**config.mk**
```make
export PLATFORM = sky130hd
export DESIGN_NAME = mirfak_pipeline_ctrl_sb_flat
export DESIGN_NICKNAME = d
export VERILOG_FILES = /design/src/rtl/mirfak_pipeline_ctrl_sb_if.sv /design/src/rtl/mirfak_pipeline_ctrl_sb.sv /design/src/flat_wrapper.sv
export SDC_FILE = /design/constraint.sdc
export NUM_CORES = 1
export LEC_CHECK = 0
export CAP_MARGIN = 20
export CORE_MARGIN = 5
export CORE_UTILIZATION = 54
export CTS_BUF_LIST = sky130_fd_sc_hd__clkbuf_2
export DETAILED_ROUTE_END_ITERATION = 6
export PLACE_DENSITY_LB_ADDON = 0.2
export SYNTH_ARGS = -nofsm -noshare
export SYNTH_HDL_FRONTEND = slang
export SYNTH_SLANG_ARGS = --single-unit
```
**constraint.sdc**
```tcl
create_clock -name clk_i -period 5.1 [get_ports clk_i]
set_input_delay 1.275 -clock clk_i [delete_from_list [all_inputs] [get_ports clk_i]]
set_output_delay 1.275 -clock clk_i [all_outputs]
set_load 0.1 [all_outputs]
```
**src/rtl/mirfak_pipeline_ctrl_sb_if.sv**
```systemverilog
// mirfak_pipeline_ctrl_sb_if: ID operands, forwarding sources, long-latency writeback and stage status/control
interface mirfak_pipeline_ctrl_sb_if #(
  parameter int NUM_FWD = 2,
  parameter int CNT_W = 16
);
  localparam int SELW = $clog2(NUM_FWD + 1);
  logic [4:0] id_rs1_i, id_rs2_i, id_wa_i;
  logic id_wen_i, id_lrl_i;
  logic [5*NUM_FWD-1:0] fwd_wa_i;
  logic [NUM_FWD-1:0] fwd_wen_i, fwd_late_i;
  logic [SELW-1:0] id_fwd_a_sel_o, id_fwd_b_sel_o;
  logic lrl_done_i;
  logic [4:0] lrl_wa_i;
  logic lrl_kill_o;
  logic wb_busy_i, ex_busy_i, id_busy_i, if_ready_i;
  logic wb_exception_i, wb_xret_i, id_bj_taken_i;
  logic exwb_enable_o, exwb_clear_o, idex_enable_o, idex_clear_o, ifid_enable_o, ifid_clear_o;
  logic [CNT_W-1:0] stall_cnt_o;
  logic sb_error_o;
  modport slave (
    input id_rs1_i, id_rs2_i, id_wa_i, id_wen_i, id_lrl_i, fwd_wa_i, fwd_wen_i, fwd_late_i,
          lrl_done_i, lrl_wa_i, wb_busy_i, ex_busy_i, id_busy_i, if_ready_i,
          wb_exception_i, wb_xret_i, id_bj_taken_i,
    output id_fwd_a_sel_o, id_fwd_b_sel_o, lrl_kill_o, exwb_enable_o, exwb_clear_o,
           idex_enable_o, idex_clear_o, ifid_enable_o, ifid_clear_o, stall_cnt_o, sb_error_o
  );
  modport master (
    output id_rs1_i, id_rs2_i, id_wa_i, id_wen_i, id_lrl_i, fwd_wa_i, fwd_wen_i, fwd_late_i,
           lrl_done_i, lrl_wa_i, wb_busy_i, ex_busy_i, id_busy_i, if_ready_i,
           wb_exception_i, wb_xret_i, id_bj_taken_i,
    input id_fwd_a_sel_o, id_fwd_b_sel_o, lrl_kill_o, exwb_enable_o, exwb_clear_o,
          idex_enable_o, idex_clear_o, ifid_enable_o, ifid_clear_o, stall_cnt_o, sb_error_o
  );
endinterface

```
**src/rtl/mirfak_pipeline_ctrl_sb.sv**
```systemverilog
// mirfak_pipeline_ctrl_sb: 4-stage pipeline enables/clears, operand forwarding and long-latency scoreboard
module mirfak_pipeline_ctrl_sb #(
  parameter int NUM_FWD = 2,
  parameter int MAX_PENDING = 2,
  parameter int CNT_W = 16
) (
  input logic clk_i,
  input logic rst_i,
  mirfak_pipeline_ctrl_sb_if.slave bus
);
  localparam int SELW = $clog2(NUM_FWD + 1);
  localparam int PCW = $clog2(MAX_PENDING + 1);
  logic [31:0] busy_q, busy_d;
  logic [PCW-1:0] pc_q, pc_d;
  logic [CNT_W-1:0] cnt_q, cnt_d;
  logic err_q, err_d;
  logic [SELW-1:0] sel_a, sel_b;
  logic late_a, late_b, late, sb_hazard, flush;
  logic wb_ready, ex_ready, id_ready, if_ready, issue, done_hit;
  // descending scan so the youngest matching source has the final say
  always_comb begin
    sel_a = '0;
    sel_b = '0;
    late_a = 1'b0;
    late_b = 1'b0;
    for (int k = NUM_FWD - 1; k >= 0; k--) begin
      if (bus.id_rs1_i != 5'd0 && bus.id_rs1_i == bus.fwd_wa_i[5*k +: 5] && bus.fwd_wen_i[k]) begin
        sel_a = SELW'(k + 1);
        late_a = bus.fwd_late_i[k];
      end
      if (bus.id_rs2_i != 5'd0 && bus.id_rs2_i == bus.fwd_wa_i[5*k +: 5] && bus.fwd_wen_i[k]) begin
        sel_b = SELW'(k + 1);
        late_b = bus.fwd_late_i[k];
      end
    end
  end
  assign late = late_a || late_b;
  assign sb_hazard = busy_q[bus.id_rs1_i] || busy_q[bus.id_rs2_i] ||
                     (bus.id_wen_i && busy_q[bus.id_wa_i]) ||
                     (bus.id_lrl_i && pc_q == PCW'(MAX_PENDING));
  assign flush = bus.wb_exception_i || bus.wb_xret_i;
  assign wb_ready = !bus.wb_busy_i;
  assign ex_ready = wb_ready && !bus.ex_busy_i;
  assign id_ready = ex_ready && !bus.id_busy_i && !late && !sb_hazard;
  assign if_ready = id_ready && bus.if_ready_i;
  assign bus.id_fwd_a_sel_o = sel_a;
  assign bus.id_fwd_b_sel_o = sel_b;
  assign bus.exwb_enable_o = ex_ready;
  assign bus.idex_enable_o = id_ready;
  assign bus.ifid_enable_o = if_ready;
  assign bus.exwb_clear_o = (!ex_ready && wb_ready) || flush;
  assign bus.idex_clear_o = (!id_ready && ex_ready) || flush;
  assign bus.ifid_clear_o = (!if_ready && id_ready) || flush || bus.id_bj_taken_i;
  assign bus.lrl_kill_o = flush;
  assign bus.stall_cnt_o = cnt_q;
  assign bus.sb_error_o = err_q;
  assign issue = id_ready && !bus.idex_clear_o && bus.id_lrl_i && bus.id_wen_i && bus.id_wa_i != 5'd0;
  assign done_hit = bus.lrl_done_i && busy_q[bus.lrl_wa_i];
  // clear-then-set keeps a same-register issue/done pair busy with pc unchanged
  always_comb begin
    busy_d = busy_q;
    if (done_hit) busy_d[bus.lrl_wa_i] = 1'b0;
    if (issue) busy_d[bus.id_wa_i] = 1'b1;
    busy_d[0] = 1'b0;
    pc_d = pc_q + PCW'(issue) - PCW'(done_hit);
    err_d = err_q || (bus.lrl_done_i && !busy_q[bus.lrl_wa_i]);
    cnt_d = (ex_ready && (late || sb_hazard) && cnt_q != '1) ? cnt_q + CNT_W'(1) : cnt_q;
    if (flush) begin
      busy_d = '0;
      pc_d = '0;
      err_d = err_q;
    end
  end
  always_ff @(posedge clk_i) begin
    if (rst_i) begin
      busy_q <= '0;
      pc_q <= '0;
      cnt_q <= '0;
      err_q <= 1'b0;
    end else begin
      busy_q <= busy_d;
      pc_q <= pc_d;
      cnt_q <= cnt_d;
      err_q <= err_d;
    end
  end
endmodule

```
**src/flat_wrapper.sv**
```systemverilog
// flat-port wrapper written by rule: the top's interface ports become plain ports
module mirfak_pipeline_ctrl_sb_flat 
#(
  parameter int NUM_FWD = 2,
  parameter int MAX_PENDING = 2,
  parameter int CNT_W = 16
)
  (clk_i, rst_i, bus_id_rs1_i, bus_id_rs2_i, bus_id_wa_i, bus_id_wen_i, bus_id_lrl_i, bus_fwd_wa_i, bus_fwd_wen_i, bus_fwd_late_i, bus_lrl_done_i, bus_lrl_wa_i, bus_wb_busy_i, bus_ex_busy_i, bus_id_busy_i, bus_if_ready_i, bus_wb_exception_i, bus_wb_xret_i, bus_id_bj_taken_i, bus_id_fwd_a_sel_o, bus_id_fwd_b_sel_o, bus_lrl_kill_o, bus_exwb_enable_o, bus_exwb_clear_o, bus_idex_enable_o, bus_idex_clear_o, bus_ifid_enable_o, bus_ifid_clear_o, bus_stall_cnt_o, bus_sb_error_o);
  mirfak_pipeline_ctrl_sb_if #(.NUM_FWD(NUM_FWD), .CNT_W(CNT_W)) bus_i ();
  input logic clk_i;
  input logic rst_i;
  input wire logic [$bits(bus_i.id_rs1_i)-1:0] bus_id_rs1_i;
  input wire logic [$bits(bus_i.id_rs2_i)-1:0] bus_id_rs2_i;
  input wire logic [$bits(bus_i.id_wa_i)-1:0] bus_id_wa_i;
  input wire logic [$bits(bus_i.id_wen_i)-1:0] bus_id_wen_i;
  input wire logic [$bits(bus_i.id_lrl_i)-1:0] bus_id_lrl_i;
  input wire logic [$bits(bus_i.fwd_wa_i)-1:0] bus_fwd_wa_i;
  input wire logic [$bits(bus_i.fwd_wen_i)-1:0] bus_fwd_wen_i;
  input wire logic [$bits(bus_i.fwd_late_i)-1:0] bus_fwd_late_i;
  input wire logic [$bits(bus_i.lrl_done_i)-1:0] bus_lrl_done_i;
  input wire logic [$bits(bus_i.lrl_wa_i)-1:0] bus_lrl_wa_i;
  input wire logic [$bits(bus_i.wb_busy_i)-1:0] bus_wb_busy_i;
  input wire logic [$bits(bus_i.ex_busy_i)-1:0] bus_ex_busy_i;
  input wire logic [$bits(bus_i.id_busy_i)-1:0] bus_id_busy_i;
  input wire logic [$bits(bus_i.if_ready_i)-1:0] bus_if_ready_i;
  input wire logic [$bits(bus_i.wb_exception_i)-1:0] bus_wb_exception_i;
  input wire logic [$bits(bus_i.wb_xret_i)-1:0] bus_wb_xret_i;
  input wire logic [$bits(bus_i.id_bj_taken_i)-1:0] bus_id_bj_taken_i;
  output wire logic [$bits(bus_i.id_fwd_a_sel_o)-1:0] bus_id_fwd_a_sel_o;
  output wire logic [$bits(bus_i.id_fwd_b_sel_o)-1:0] bus_id_fwd_b_sel_o;
  output wire logic [$bits(bus_i.lrl_kill_o)-1:0] bus_lrl_kill_o;
  output wire logic [$bits(bus_i.exwb_enable_o)-1:0] bus_exwb_enable_o;
  output wire logic [$bits(bus_i.exwb_clear_o)-1:0] bus_exwb_clear_o;
  output wire logic [$bits(bus_i.idex_enable_o)-1:0] bus_idex_enable_o;
  output wire logic [$bits(bus_i.idex_clear_o)-1:0] bus_idex_clear_o;
  output wire logic [$bits(bus_i.ifid_enable_o)-1:0] bus_ifid_enable_o;
  output wire logic [$bits(bus_i.ifid_clear_o)-1:0] bus_ifid_clear_o;
  output wire logic [$bits(bus_i.stall_cnt_o)-1:0] bus_stall_cnt_o;
  output wire logic [$bits(bus_i.sb_error_o)-1:0] bus_sb_error_o;
  assign bus_i.id_rs1_i = bus_id_rs1_i;
  assign bus_i.id_rs2_i = bus_id_rs2_i;
  assign bus_i.id_wa_i = bus_id_wa_i;
  assign bus_i.id_wen_i = bus_id_wen_i;
  assign bus_i.id_lrl_i = bus_id_lrl_i;
  assign bus_i.fwd_wa_i = bus_fwd_wa_i;
  assign bus_i.fwd_wen_i = bus_fwd_wen_i;
  assign bus_i.fwd_late_i = bus_fwd_late_i;
  assign bus_i.lrl_done_i = bus_lrl_done_i;
  assign bus_i.lrl_wa_i = bus_lrl_wa_i;
  assign bus_i.wb_busy_i = bus_wb_busy_i;
  assign bus_i.ex_busy_i = bus_ex_busy_i;
  assign bus_i.id_busy_i = bus_id_busy_i;
  assign bus_i.if_ready_i = bus_if_ready_i;
  assign bus_i.wb_exception_i = bus_wb_exception_i;
  assign bus_i.wb_xret_i = bus_wb_xret_i;
  assign bus_i.id_bj_taken_i = bus_id_bj_taken_i;
  assign bus_id_fwd_a_sel_o = bus_i.id_fwd_a_sel_o;
  assign bus_id_fwd_b_sel_o = bus_i.id_fwd_b_sel_o;
  assign bus_lrl_kill_o = bus_i.lrl_kill_o;
  assign bus_exwb_enable_o = bus_i.exwb_enable_o;
  assign bus_exwb_clear_o = bus_i.exwb_clear_o;
  assign bus_idex_enable_o = bus_i.idex_enable_o;
  assign bus_idex_clear_o = bus_i.idex_clear_o;
  assign bus_ifid_enable_o = bus_i.ifid_enable_o;
  assign bus_ifid_clear_o = bus_i.ifid_clear_o;
  assign bus_stall_cnt_o = bus_i.stall_cnt_o;
  assign bus_sb_error_o = bus_i.sb_error_o;
  mirfak_pipeline_ctrl_sb #(.NUM_FWD(NUM_FWD), .MAX_PENDING(MAX_PENDING), .CNT_W(CNT_W)) u_core (.clk_i(clk_i), .rst_i(rst_i), .bus(bus_i));
endmodule
```
==> run_results.csv <==
group,metric,value,unit
run_status,status,"finished, final reports clean",
clock_network,insertion_delay,460,ps
global_route,gr-usage-all-layers,27.89,%
final_layout,layout-drive-gt1-share,19.37,%
worst_setup_path,required,3830,ps
floorplan,core-area,0.006794,sq mm
min_path,whs_path_depth,2,
worst_setup_path,cp.depth,10,
routing,drt_drc_violations_left,0,
floorplan,die_x,93.61,um
worst_setup_path,cp_top_family,"simple AND/OR/NAND/NOR gates",
floorplan,die_area,0.008763,sq mm
floorplan,io_pins,74,
sta,setup_viol_count_final,0,
place,place_hpwl,9.243,mm
logic_synthesis,synth_ff_type,"dfxtp_1",
global_route,antenna_found_initial,0,
sta,fin_crit,5032,ps
logic_synthesis,synth_common_cells,"50 x dfxtp_1, 32 x o21ai_0, 31 x o211ai_1",
sta,hold_violations,0,
routing,vias_per_cell,6.535,
logic_synthesis,synth_edf_count,0,
routing,wirelength,12.11,mm
routing,drt_iter0_markers,268,
sta,max_freq,198.7,MHz
clock_network,tritoncts,"done",
routing,route.antenna.remaining_nets,0,
final_layout,finish.utilization,73.54,%
run,drv_cap,0,
worst_setup_path,r2r_cells,10,
final_layout,nNetsFinal,559,
worst_setup_path,cp-end-kind,"output pin",
logic_synthesis,ys_ff_latch,50,
power,p_leak,1.773,nW
global_route,gr-total-overflow,0,
logic_synthesis,post-synth-top-area-cell,"dfxtp_1",
sta,final_max_slew_viol_count,0,
clock_network,cts_inserted_buffers,5,
place,place_area,0.004866,sq mm
clock_network,root_buffer,"clkbuf_2",
logic_synthesis,async_reset_ff_share,0,%
worst_setup_path,crit_fanout,9,
place,place_inst,596,
logic_synthesis,synth_nets,473,
sta,worst_clock_skew,20.26,ps
floorplan,die_h,93.61,um
logic_synthesis,ys_seq_area_share,26.52,%
final_layout,finalNonFillerCells,607,
worst_setup_path,crit_chain,"clkdlybuf4s50_1 > buf_6 > mux4_2 > nor2b_1 > o32ai_1 > or3_4 > nor2_4 > and2_4 > a211o_4 > buf_12",
clock_network,clkTransAtPathRegs,260,ps
routing,vias,3967,
sta,whs,516.6,ps
logic_synthesis,ys_types,53,
global_route,grt_pass1_wl,19.53,mm
place,dp_slack,-86.71,ps
worst_setup_path,critPathArrivalTime,3760,ps
final_layout,syn2layout_area_growth,32.35,%
logic_synthesis,synth.area.top_cells,"dfxtp_1 27%, mux4_2 10%, o211ai_1 6.2%",
global_route,first_global_vias,3807,
logic_synthesis,synth.most_common_cell,"dfxtp_1",
logic_synthesis,synth_top_cell_area_share,26.52,%
sta,tns,0,ps
clock_network,clk_path_buf_depth,2,
power,peakVddDrop,143.7,uV
logic_synthesis,avgSynthCellArea,8.903,sq um
power,power_density,166.3,mW/mm^2
clock_network,cts_sinks,50,
routing,wl_per_cell,19.95,um
global_route,grt_max_degree,22,
sta,setup_slack,67.62,ps
place,gp_congestion,0.9591,
clock_network,htree_levels,2,
final_layout,antenna_cells,0,
place,port_buffers,73,
final_layout,postLayoutCellArea,0.004996,sq mm
floorplan,row_count,30,
power,total_power,0.8311,mW
worst_setup_path,slowest_delay,500,ps
sta,period_share,98.67,%
logic_synthesis,yosys_warnings,0,
sta,max_slew_margin,33.86,%
logic_synthesis,synthesis.area,0.003775,sq mm
worst_setup_path,crit_buf_inv,3,
worst_setup_path,cpMaxStageDelayCell,"mux4_2",
logic_synthesis,synth_cells,424,
worst_setup_path,start_kind,"input port",
min_path,worstHoldPathType,"flip-flop to flip-flop",
worst_setup_path,path_class,"input port to output pin",
sta,worstMarginPinSlew,989.1,ps
floorplan,start_util,55.56,%
routing,dr.pass1.iters,5,
final_layout,final.fill_count,550,
[state kept, by name (all words and copies together), names as in the netlist]
register,cells
u_core.busy_q,31
u_core.bus.sb_error_o,1
u_core.bus.stall_cnt_o,16
u_core.pc_q,2
[where the power goes]
part | internal (mW) | leakage, nW | switching, mW | total [mW]
Sequential | 0.393 | 0.403 | 0.00130 | 0.395
Clock | 0.0845 | 0.0392 | 0.133 | 0.218
Combinational | 0.0971 | 1.33 | 0.122 | 0.219
[path summary, 6_finish.rpt]
kind | from | end | slack [ps]
worst min register to register | u_core.bus.stall_cnt_o[5] | u_core.bus.stall_cnt_o[5] | 520
worst max register to register | u_core.busy_q[27] | u_core.busy_q[25] | 1890
worst min-delay path | u_core.bus.stall_cnt_o[5] | u_core.bus.stall_cnt_o[5] | 520
worst max-delay path | bus_id_rs1_i[0] | bus_ifid_clear_o | 70
[worst min-delay path, cell delays in order (launching register included)]
cell,delay (ps)
dfxtp_1,390
o31ai_1,70
a21oi_1,50
[metal layers]
| metal | vias to the layer above | share of wire [%] | track usage, % |
|---|---|---|---|
| li1 | 1819 | - | - |
| met1 | 1905 | 41 | 36.35 |
| met2 | 208 | 47 | 45.50 |
| met3 | 35 | 8.9 | 6.034 |
| met4 | 0 | 3.1 | 9.868 |
| met5 | - | 0 | 0 |
[what timing repair did]
| item | CTS | global route |
|---|---|---|
| buffers inserted | 0 | 3 |
| pin swaps | 4 | 4 |
| setup endpoints to repair | 2 | 4 |
| hold buffers | 0 | 0 |
| gates resized for setup | 5 | 10 |
[cells in the final DEF, fill, tap and decap left out, types with 4 or more instances in the layout]
cell / count
clkdlybuf4s50_1: 57
dfxtp_1: 50
buf_4: 36
o211ai_1: 31
o21ai_0: 31
mux2i_1: 21
nand2_1: 21
mux4_2: 18
nor2_1: 17
nand3_1: 14
xnor2_1: 14
inv_1: 13
a21oi_1: 13
o31ai_1: 13
or3_1: 12
xor2_1: 11
or4_1: 11
nand4_1: 10
nor2b_1: 9
buf_12: 9
nand2b_1: 7
clkbuf_2: 6
nor3_1: 5
nand4b_1: 5
and3_1: 4
nand3b_1: 4
dlymetal6s2s_1: 4
[cell type report]
type | count | area, sq um | area share, %
Clock buffer | 6 | 30.03 | 0.6011
Clock inverter | 2 | 37.54 | 0.7513
Sequential cell | 50 | 1001 | 20.04
Tap cell | 96 | 120.1 | 2.404
Multi-Input combinational cell | 330 | 2645 | 52.94
Inverter | 13 | 48.80 | 0.9767
Timing Repair Buffer | 110 | 1114 | 22.29
[cell families after synthesis]
| kind of cell | synth area share (%) |
|---|---|
| compound gates | 20.32 |
| xor+xnor | 5.800 |
| fa+ha+maj | 0.9945 |
| buf+inv | 5.900 |
| flops | 26.52 |
| mux | 18.99 |
| simple gates | 21.48 |
Power figures use the tool's default switching activity.
